### config.mk
export PLATFORM = sky130hd
export DESIGN_NAME = dp_ram_fifo_ctrl
export DESIGN_NICKNAME = d
export VERILOG_FILES = /design/src/rtl/dp_ram_fifo_ctrl.sv
export SDC_FILE = /design/constraint.sdc
export NUM_CORES = 1
export LEC_CHECK = 0
export BUFFER_PORTS_ARGS = -buffer_cell sky130_fd_sc_hd__buf_4
export CAP_MARGIN = 20
export CORE_MARGIN = 3
export CORE_UTILIZATION = 42
export DETAILED_ROUTE_END_ITERATION = 8
export GPL_TIMING_DRIVEN = 0
export PLACE_DENSITY = 0.78
export SETUP_SLACK_MARGIN = 0.4
export SYNTH_ARGS = -nofsm -noshare
export SYNTH_HDL_FRONTEND = slang
export SYNTH_SLANG_ARGS = --single-unit
### constraint.sdc
create_clock -name CLKA -period 8.97 [get_ports CLKA]
set_input_delay 0.897 -clock CLKA [delete_from_list [all_inputs] [get_ports CLKA]]
set_output_delay 0.897 -clock CLKA [all_outputs]
set_load 0.02 [all_outputs]
### src/rtl/dp_ram_fifo_ctrl.sv
// First-word-fall-through FIFO controller in front of a dual-port RAM macro.
// The RAM holds the bulk of the queue. A 2-entry skid buffer absorbs the
// 1-cycle RAM read latency, so the head word is presented with no bubbles.
module dp_ram_fifo_ctrl #(
  parameter int ADDR_WIDTH = 4,
  parameter int DATA_WIDTH = 32
) (
  input  logic                    CLKA,
  input  logic                    rst_n,
  input  logic                    push_valid_i,
  output logic                    push_ready_o,
  input  logic [DATA_WIDTH-1:0]   push_data_i,
  output logic                    pop_valid_o,
  input  logic                    pop_ready_i,
  output logic [DATA_WIDTH-1:0]   pop_data_o,
  output logic [ADDR_WIDTH+1:0]   count_o,
  output logic [ADDR_WIDTH-1:0]   ram_AA_o,
  output logic                    ram_CEA_o,
  output logic [ADDR_WIDTH-1:0]   ram_AB_o,
  output logic                    ram_CEB_o,
  output logic [DATA_WIDTH-1:0]   ram_DB_o,
  output logic [DATA_WIDTH-1:0]   ram_BWB_o,
  input  logic [DATA_WIDTH-1:0]   ram_QA_i
);

  localparam int DEPTH = 1 << ADDR_WIDTH;
  localparam int CW    = ADDR_WIDTH + 1;
  localparam int OW    = ADDR_WIDTH + 2;

  logic [ADDR_WIDTH-1:0] wr_ptr_q, wr_ptr_d;
  logic [ADDR_WIDTH-1:0] rd_ptr_q, rd_ptr_d;
  logic [CW-1:0]         ram_cnt_q, ram_cnt_d;
  logic                  inflight_q, inflight_d;
  logic                  skid_head_q, skid_head_d;
  logic                  skid_tail_q, skid_tail_d;
  logic [1:0]            skid_cnt_q, skid_cnt_d;
  logic [DATA_WIDTH-1:0] skid_mem_q [2];

  logic                  push_fire;
  logic                  pop_fire;
  logic                  rd_issue;
  logic [2:0]            pending;

  // Handshakes and RAM port drive. A read is only issued when its word is
  // guaranteed a skid slot on arrival, counting the word already in flight
  // and any slot freed by a pop this cycle. push_ready_o looks at the RAM
  // occupancy only, so it never depends combinationally on pop_ready_i.
  always_comb begin
    push_ready_o = rst_n && (ram_cnt_q < CW'(DEPTH));
    push_fire    = push_valid_i && push_ready_o;
    pop_valid_o  = (skid_cnt_q != 2'd0);
    pop_fire     = pop_valid_o && pop_ready_i;
    pending      = {1'b0, skid_cnt_q} + {2'b00, inflight_q} - {2'b00, pop_fire};
    rd_issue     = rst_n && (ram_cnt_q != '0) && (pending < 3'd2);
    ram_CEB_o    = push_fire;
    ram_AB_o     = wr_ptr_q;
    ram_DB_o     = push_data_i;
    ram_BWB_o    = '1;
    ram_CEA_o    = rd_issue;
    ram_AA_o     = rd_ptr_q;
    pop_data_o   = skid_mem_q[skid_head_q];
    count_o      = OW'(ram_cnt_q) + OW'(inflight_q) + OW'(skid_cnt_q);
  end

  // Next-state for pointers and occupancy counters.
  always_comb begin
    wr_ptr_d    = push_fire ? wr_ptr_q + ADDR_WIDTH'(1) : wr_ptr_q;
    rd_ptr_d    = rd_issue  ? rd_ptr_q + ADDR_WIDTH'(1) : rd_ptr_q;
    inflight_d  = rd_issue;
    skid_tail_d = skid_tail_q ^ inflight_q;
    skid_head_d = skid_head_q ^ pop_fire;
    ram_cnt_d   = ram_cnt_q;
    case ({push_fire, rd_issue})
      2'b10:   ram_cnt_d = ram_cnt_q + CW'(1);
      2'b01:   ram_cnt_d = ram_cnt_q - CW'(1);
      default: ram_cnt_d = ram_cnt_q;
    endcase
    skid_cnt_d = skid_cnt_q;
    case ({inflight_q, pop_fire})
      2'b10:   skid_cnt_d = skid_cnt_q + 2'd1;
      2'b01:   skid_cnt_d = skid_cnt_q - 2'd1;
      default: skid_cnt_d = skid_cnt_q;
    endcase
  end

  // Control state register with synchronous active-low reset.
  always_ff @(posedge CLKA) begin
    if (!rst_n) begin
      wr_ptr_q    <= '0;
      rd_ptr_q    <= '0;
      ram_cnt_q   <= '0;
      inflight_q  <= 1'b0;
      skid_head_q <= 1'b0;
      skid_tail_q <= 1'b0;
      skid_cnt_q  <= 2'd0;
    end else begin
      wr_ptr_q    <= wr_ptr_d;
      rd_ptr_q    <= rd_ptr_d;
      ram_cnt_q   <= ram_cnt_d;
      inflight_q  <= inflight_d;
      skid_head_q <= skid_head_d;
      skid_tail_q <= skid_tail_d;
      skid_cnt_q  <= skid_cnt_d;
    end
  end

  // Capture returning RAM data into the skid tail; a read still in flight
  // when reset is asserted is dropped.
  always_ff @(posedge CLKA) begin
    if (rst_n && inflight_q) begin
      skid_mem_q[skid_tail_q] <= ram_QA_i;
    end
  end

endmodule

Word level (Yosys, flattened, before mapping)
Memory sizes are Yosys's and may differ from the RTL's. A register that Yosys moved wholly into a read port is not among the register bits.
Cells that the tools add are included.
- add/sub/neg operators: 10
- magnitude comparators: 2
- equal/unequal tests: 4
- multiplexer cells: 5
- bitwise operators: 2
- reduce and logical (&&, ||, !) cells: 10
- operator list (cell ; count):
    $pmux 5 s2 ; 1
    $add 4x1->4 const B ; 2
    $add 5x1->6 ; 1
    $add 6x2->6 ; 1
    $logic_and 1x1->1 ; 6
    $reduce_bool 2->1 ; 3
    $add 5x1->5 const B ; 1
    $lt 5x5->1 const B ; 1
    $reduce_bool 5->1 ; 1
    $sub 5x1->5 const B ; 1
    $eq 2x1->1 const B ; 2
    $eq 2x2->1 const B ; 2
    $pmux 2 s2 ; 1
    $add 2x1->3 ; 1
    $lt 3x2->1 const B ; 1
    $mux 1 ; 3
    $sub 3x1->3 ; 1
    $add 2x1->2 const B ; 1
    $sub 2x1->2 const B ; 1
    $xor 1x1->1 ; 2
- flip-flop bits (word level): 18
- memory bits (writable): 64
- input bits: 68
- output and inout bits: 114
- word-level logic and storage cells: 41
- memories kept: 1
- memory list (memory ; words ; width ; read ports ; clocked after Yosys merged registers in ; wr ports ; RTL line ; text):
    skid_mem_q ; 2 ; 32 ; 1 ; 1 ; 1 ; 37 ; logic [DATA_WIDTH-1:0] skid_mem_q [2];

Logic depth before layout (Yosys ltp)
- depth after elaboration: 7
- mapped depth: 13
- depth with buffers taken out: 13

Worst setup path after synthesis
OpenSTA, ideal clock, no wires.
- kind: input to register
- start: in pop_ready_i
- end: reg ram_cnt_q[4]
- setup time: 0.121 ns
- data arrival time: 3.647 ns
- required time: 8.849 ns
- slack: 5.202 ns
- cell stages on the path: 13
- path buffers: 0
- cells stage by stage: nand2_1 mux2i_1 nand2_1 fa_1 xnor2_1 o2111a_2 ha_1 inv_1 fa_1 nand2b_1 a21oi_1 mux2i_1 mux2_2
- word-level cells in the longest chain between the ends: 6
- elaborated cells on any way between the ends: 8
- those cells by class: 1 x add/sub; 1 x order compare; 2 x eq/ne; 1 x mux; 3 x reduce/logical
- ends and longest elaborated chain (what ; RTL line ; text):
    from (decl) ; 14 ; input logic pop_ready_i,
    $logic_and 1x1->1 * ; 52 ; pop_fire = pop_valid_o && pop_ready_i;
    $sub 3x1->3 * ; 53 ; pending = {1'b0, skid_cnt_q} + {2'b00, inflight_q} - {2'b00, pop_fire};
    $lt 3x2->1 * ; 54 ; rd_issue = rst_n && (ram_cnt_q != '0) && (pending < 3'd2);
    $logic_and 1x1->1 * ; 54 ;
    via ram_CEA_o ; 18 ; output logic ram_CEA_o,
    $eq 2x1->1 or $eq 2x2->1 (tied branches) ; 73 ; case ({push_fire, rd_issue})
    $pmux 5 s2 or $reduce_bool 2->1 (tied branches) ; n/a ;
    to (signal assigned) ; 99 ; ram_cnt_q <= ram_cnt_d;
    to (decl) ; 32 ; logic [CW-1:0] ram_cnt_q, ram_cnt_d;
The timed path passes the listed nets; every way through them passes the cells marked *.
A chain may end at the register's enable or synchronous reset.

Final worst setup path
- start: in pop_ready_i
- end: reg ram_cnt_q[4]
- word-level cells in the longest chain between the ends: 6
- elaborated cells on any way between the ends: 8
- those cells by class: 1 x add/sub; 1 x order compare; 2 x eq/ne; 1 x mux; 3 x reduce/logical
- ends and longest elaborated chain (what ; RTL line):
    $logic_and 1x1->1 * ; 52
    $sub 3x1->3 * ; 53
    $lt 3x2->1 * ; 54
    $logic_and 1x1->1 * ; 54
    $eq 2x1->1 or $eq 2x2->1 (tied branches) ; 73
    $pmux 5 s2 or $reduce_bool 2->1 (tied branches) ; n/a
Mark *: on every way between the ends. The rest lies on a longest branch, timed or not.

==> results.sh <==
export IMPL_synth_edf_count=64
export IMPL_antenna_found_initial=0
export IMPL_diodes=0
export IMPL_die_area_um2=10400
export IMPL_io_buffers=117
export IMPL_core_rowCount=34
export IMPL_cts_resized_gates=0
export IMPL_slew_violations=0
export IMPL_drive_gt1_share_pct=52.6
export IMPL_rsz0062_at_grt="false"
export IMPL_h_tree_depth=3
export IMPL_drc=0
export IMPL_syn_avg_cell_area_um2=13.6
export IMPL_cp_arrival_ns=3.94
export IMPL_yosysUniqueCellTypes=31
export IMPL_clk_root_buffer_cell="clkbuf_8"
export IMPL_grt_use_met1_pct=16.7
export IMPL_crit_family="adder cells"
export IMPL_synth_flop_cell="edfxtp_1"
export IMPL_hp_class="flip-flop to flip-flop"
export IMPL_status="finished, final reports clean"
export IMPL_grt_pass1_vias=2483
export IMPL_grt_pass1_wl_mm=11.1
export IMPL_peakVddDrop_mv=0.117
export IMPL_wl_per_cell_um=13.3
export IMPL_dp_hpwl_mm=5.53
export IMPL_grt_max_degree=33
export IMPL_gp_congestion=0.742
export IMPL_ys_ff_latch=83
export IMPL_synthArstFlopShare_pct=0
export IMPL_cts_buffer_depth=2
export IMPL_power_density_nw_per_um2=212
export IMPL_postCtsSetupBuffers=0
export IMPL_finalCriticalPeriod_ns=3.70
export IMPL_end_kind="flip-flop"
export IMPL_fin_ws_ns=5.27
export IMPL_initial_core_util_pct=43.9
export IMPL_synthToLayoutAreaGrowth_pct=34.6
export IMPL_finalSetupViolations=0
export IMPL_synth_top_cell_area_share_pct=49.4
export IMPL_maxCapViolCount=0
export IMPL_preCtsSetupSlack_ns=4.91
export IMPL_worstSkewPairLatency_ns=0.35
export IMPL_crit_fanout=6
export IMPL_final_period_utilization_pct=41.2
export IMPL_cp_slowest_stage_delay_ns=0.40
export IMPL_cts_tree="done"
export IMPL_whs_ns=0.471
export IMPL_ios=182
export IMPL_wl_mm=7.41
export IMPL_startpoint_type="primary input"
export IMPL_vias=2503
export IMPL_tightest_slew_ns=0.918
export IMPL_core_um2=8850
export IMPL_busiest_layer="met2"
export IMPL_finalHoldViolCount=0
export IMPL_postRouteAntennaNets=0
export IMPL_yosysWarnings=0
export IMPL_use_met3_pct=3.55
export IMPL_synth_top_cell_by_area="edfxtp_1"
export IMPL_worst_ep_required_time_ns=9.21
export IMPL_track_usage_pct=13.8
export IMPL_firstDrtPassIters=4
export IMPL_die_y_um=102
export IMPL_critPathKind="primary input to flip-flop"
export IMPL_synthesis_area_um2=3890
export IMPL_synth_area_top_cells="edfxtp_1, buf_4, dfxtp_1, mux2_2, ha_1"
export IMPL_critPathSlowestCell="fa_1"
export IMPL_drt_first_iter_violations=59
export IMPL_ys_seq_area_share_pct=59.2
export IMPL_p_leak_nw=2.27
export IMPL_fillers=715
export IMPL_tns_ns=0
export IMPL_skew_ns=0.00817
export IMPL_grt_use_met2_pct=23.4
export IMPL_ys_top_cells_by_count="buf_4, edfxtp_1, mux2_2"
export IMPL_cp_num_buf_inv=2
export IMPL_vias_per_cell=4.49
export IMPL_fmax_ghz=0.270
export IMPL_grt_overflow_total=0
export IMPL_slew_headroom_pct=38.6
export IMPL_fin_nets=523
export IMPL_cts_sinks=83
export IMPL_cts_inserted_buffers=9
export IMPL_die_x_um=102
export IMPL_cts_reportedPaths_clkPinSlew_ns=0.08
export IMPL_holdBufCountCts=0
export IMPL_synthesis_instances=285
export IMPL_crit_chain="buf_4 -> nand2_1 -> mux2i_1 -> nand2_1 -> fa_1 -> xnor2_1 -> o2111a_2 -> ha_1 -> inv_1 -> fa_1 -> nand2b_1 -> a21oi_1 -> mux2i_1 -> mux2_2"
## routing by layer
| layer | part of all wire [%] | routed length (um) |
|---|---|---|
| met1 | 40 | 2980 |
| met2 | 50 | 3710 |
| met3 | 8.5 | 631 |
| met4 | 1.3 | 96 |
| met5 | 0 | 0 |
## registers in the layout, indices dropped and copies added (netlist names), named ones only
register	count
ram_AB_o	4
ram_AA_o	4
skid_cnt_q	2
ram_cnt_q	5
skid_head_q	1
inflight_q	1
skid_tail_q	1
skid_mem_q	64
## cell type report
type	instances	area, um2	share of cell area (%)
Clock inverter	7	82.6	1.58
Timing Repair Buffer	117	878	16.8
Buffer	71	507	9.68
Multi-Input combinational cell	153	1170	22.4
Inverter	9	33.8	0.646
Clock buffer	9	124	2.37
Sequential cell	83	2300	44.0
Tap cell	108	135	2.58
## cells in the final DEF, fill, tap and decap left out, types with 6 or more instances in the layout
cell type / n
and2_1: 11
buf_4: 181
clkbuf_8: 9
conb_1: 32
dfxtp_1: 19
edfxtp_1: 64
ha_1: 7
inv_1: 9
mux2_2: 33
nand2_1: 13
nor2_1: 6
xnor2_1: 7
## kinds of logic (layout without fill, tap and decap cells)
family | Yosys count | after routing | share of synthesized area [%]
XOR/XNOR | 12 | 12 | 2.70
AND/OR/NAND/NOR | 47 | 47 | 6.47
multiplexers | 38 | 38 | 10.8
other | 1 | 32 | 0.0965
flip-flops | 83 | 83 | 59.2
AO/OA/AOI/OAI | 13 | 13 | 2.45
buffers and inverters | 80 | 213 | 13.9
adder cells (fa/ha/maj) | 11 | 11 | 4.31
## power breakdown
part / switching, mW / internal (mW) / total [mW] / leakage [nW]
Clock: 0.141 / 0.133 / 0.274 / 0.0984
Sequential: 0.0279 / 0.454 / 0.482 / 0.734
Combinational: 0.190 / 0.166 / 0.356 / 1.44
## path summary, 6_finish.rpt
check,start,end,slack [ns],depth (start not counted)
max reg2reg,skid_cnt_q[1]$_SDFFE_PN0P_,ram_cnt_q[4]$_SDFFE_PN0P_,5.38,13
max,pop_ready_i,ram_cnt_q[4]$_SDFFE_PN0P_,5.27,14
min reg2reg,ram_AA_o[3]$_SDFFE_PN0P_,ram_AA_o[3]$_SDFFE_PN0P_,0.47,1
min,ram_AA_o[3]$_SDFFE_PN0P_,ram_AA_o[3]$_SDFFE_PN0P_,0.47,1
## per-stage QoR
stage | total power [mW] | instances | util, % | instance area [um2]
global route | 1.18 | 557 | 59.1 | 5230
floorplan | 0.724 | 316 | - | 4000
detailed placement | 0.851 | 541 | 56.8 | 5030
global placement | 0.841 | 541 | 56.7 | 5020
finish | 1.11 | 557 | 59.1 | 5230
CTS | 1.13 | 557 | 59.1 | 5230
(Power assumes the default switching activity.)
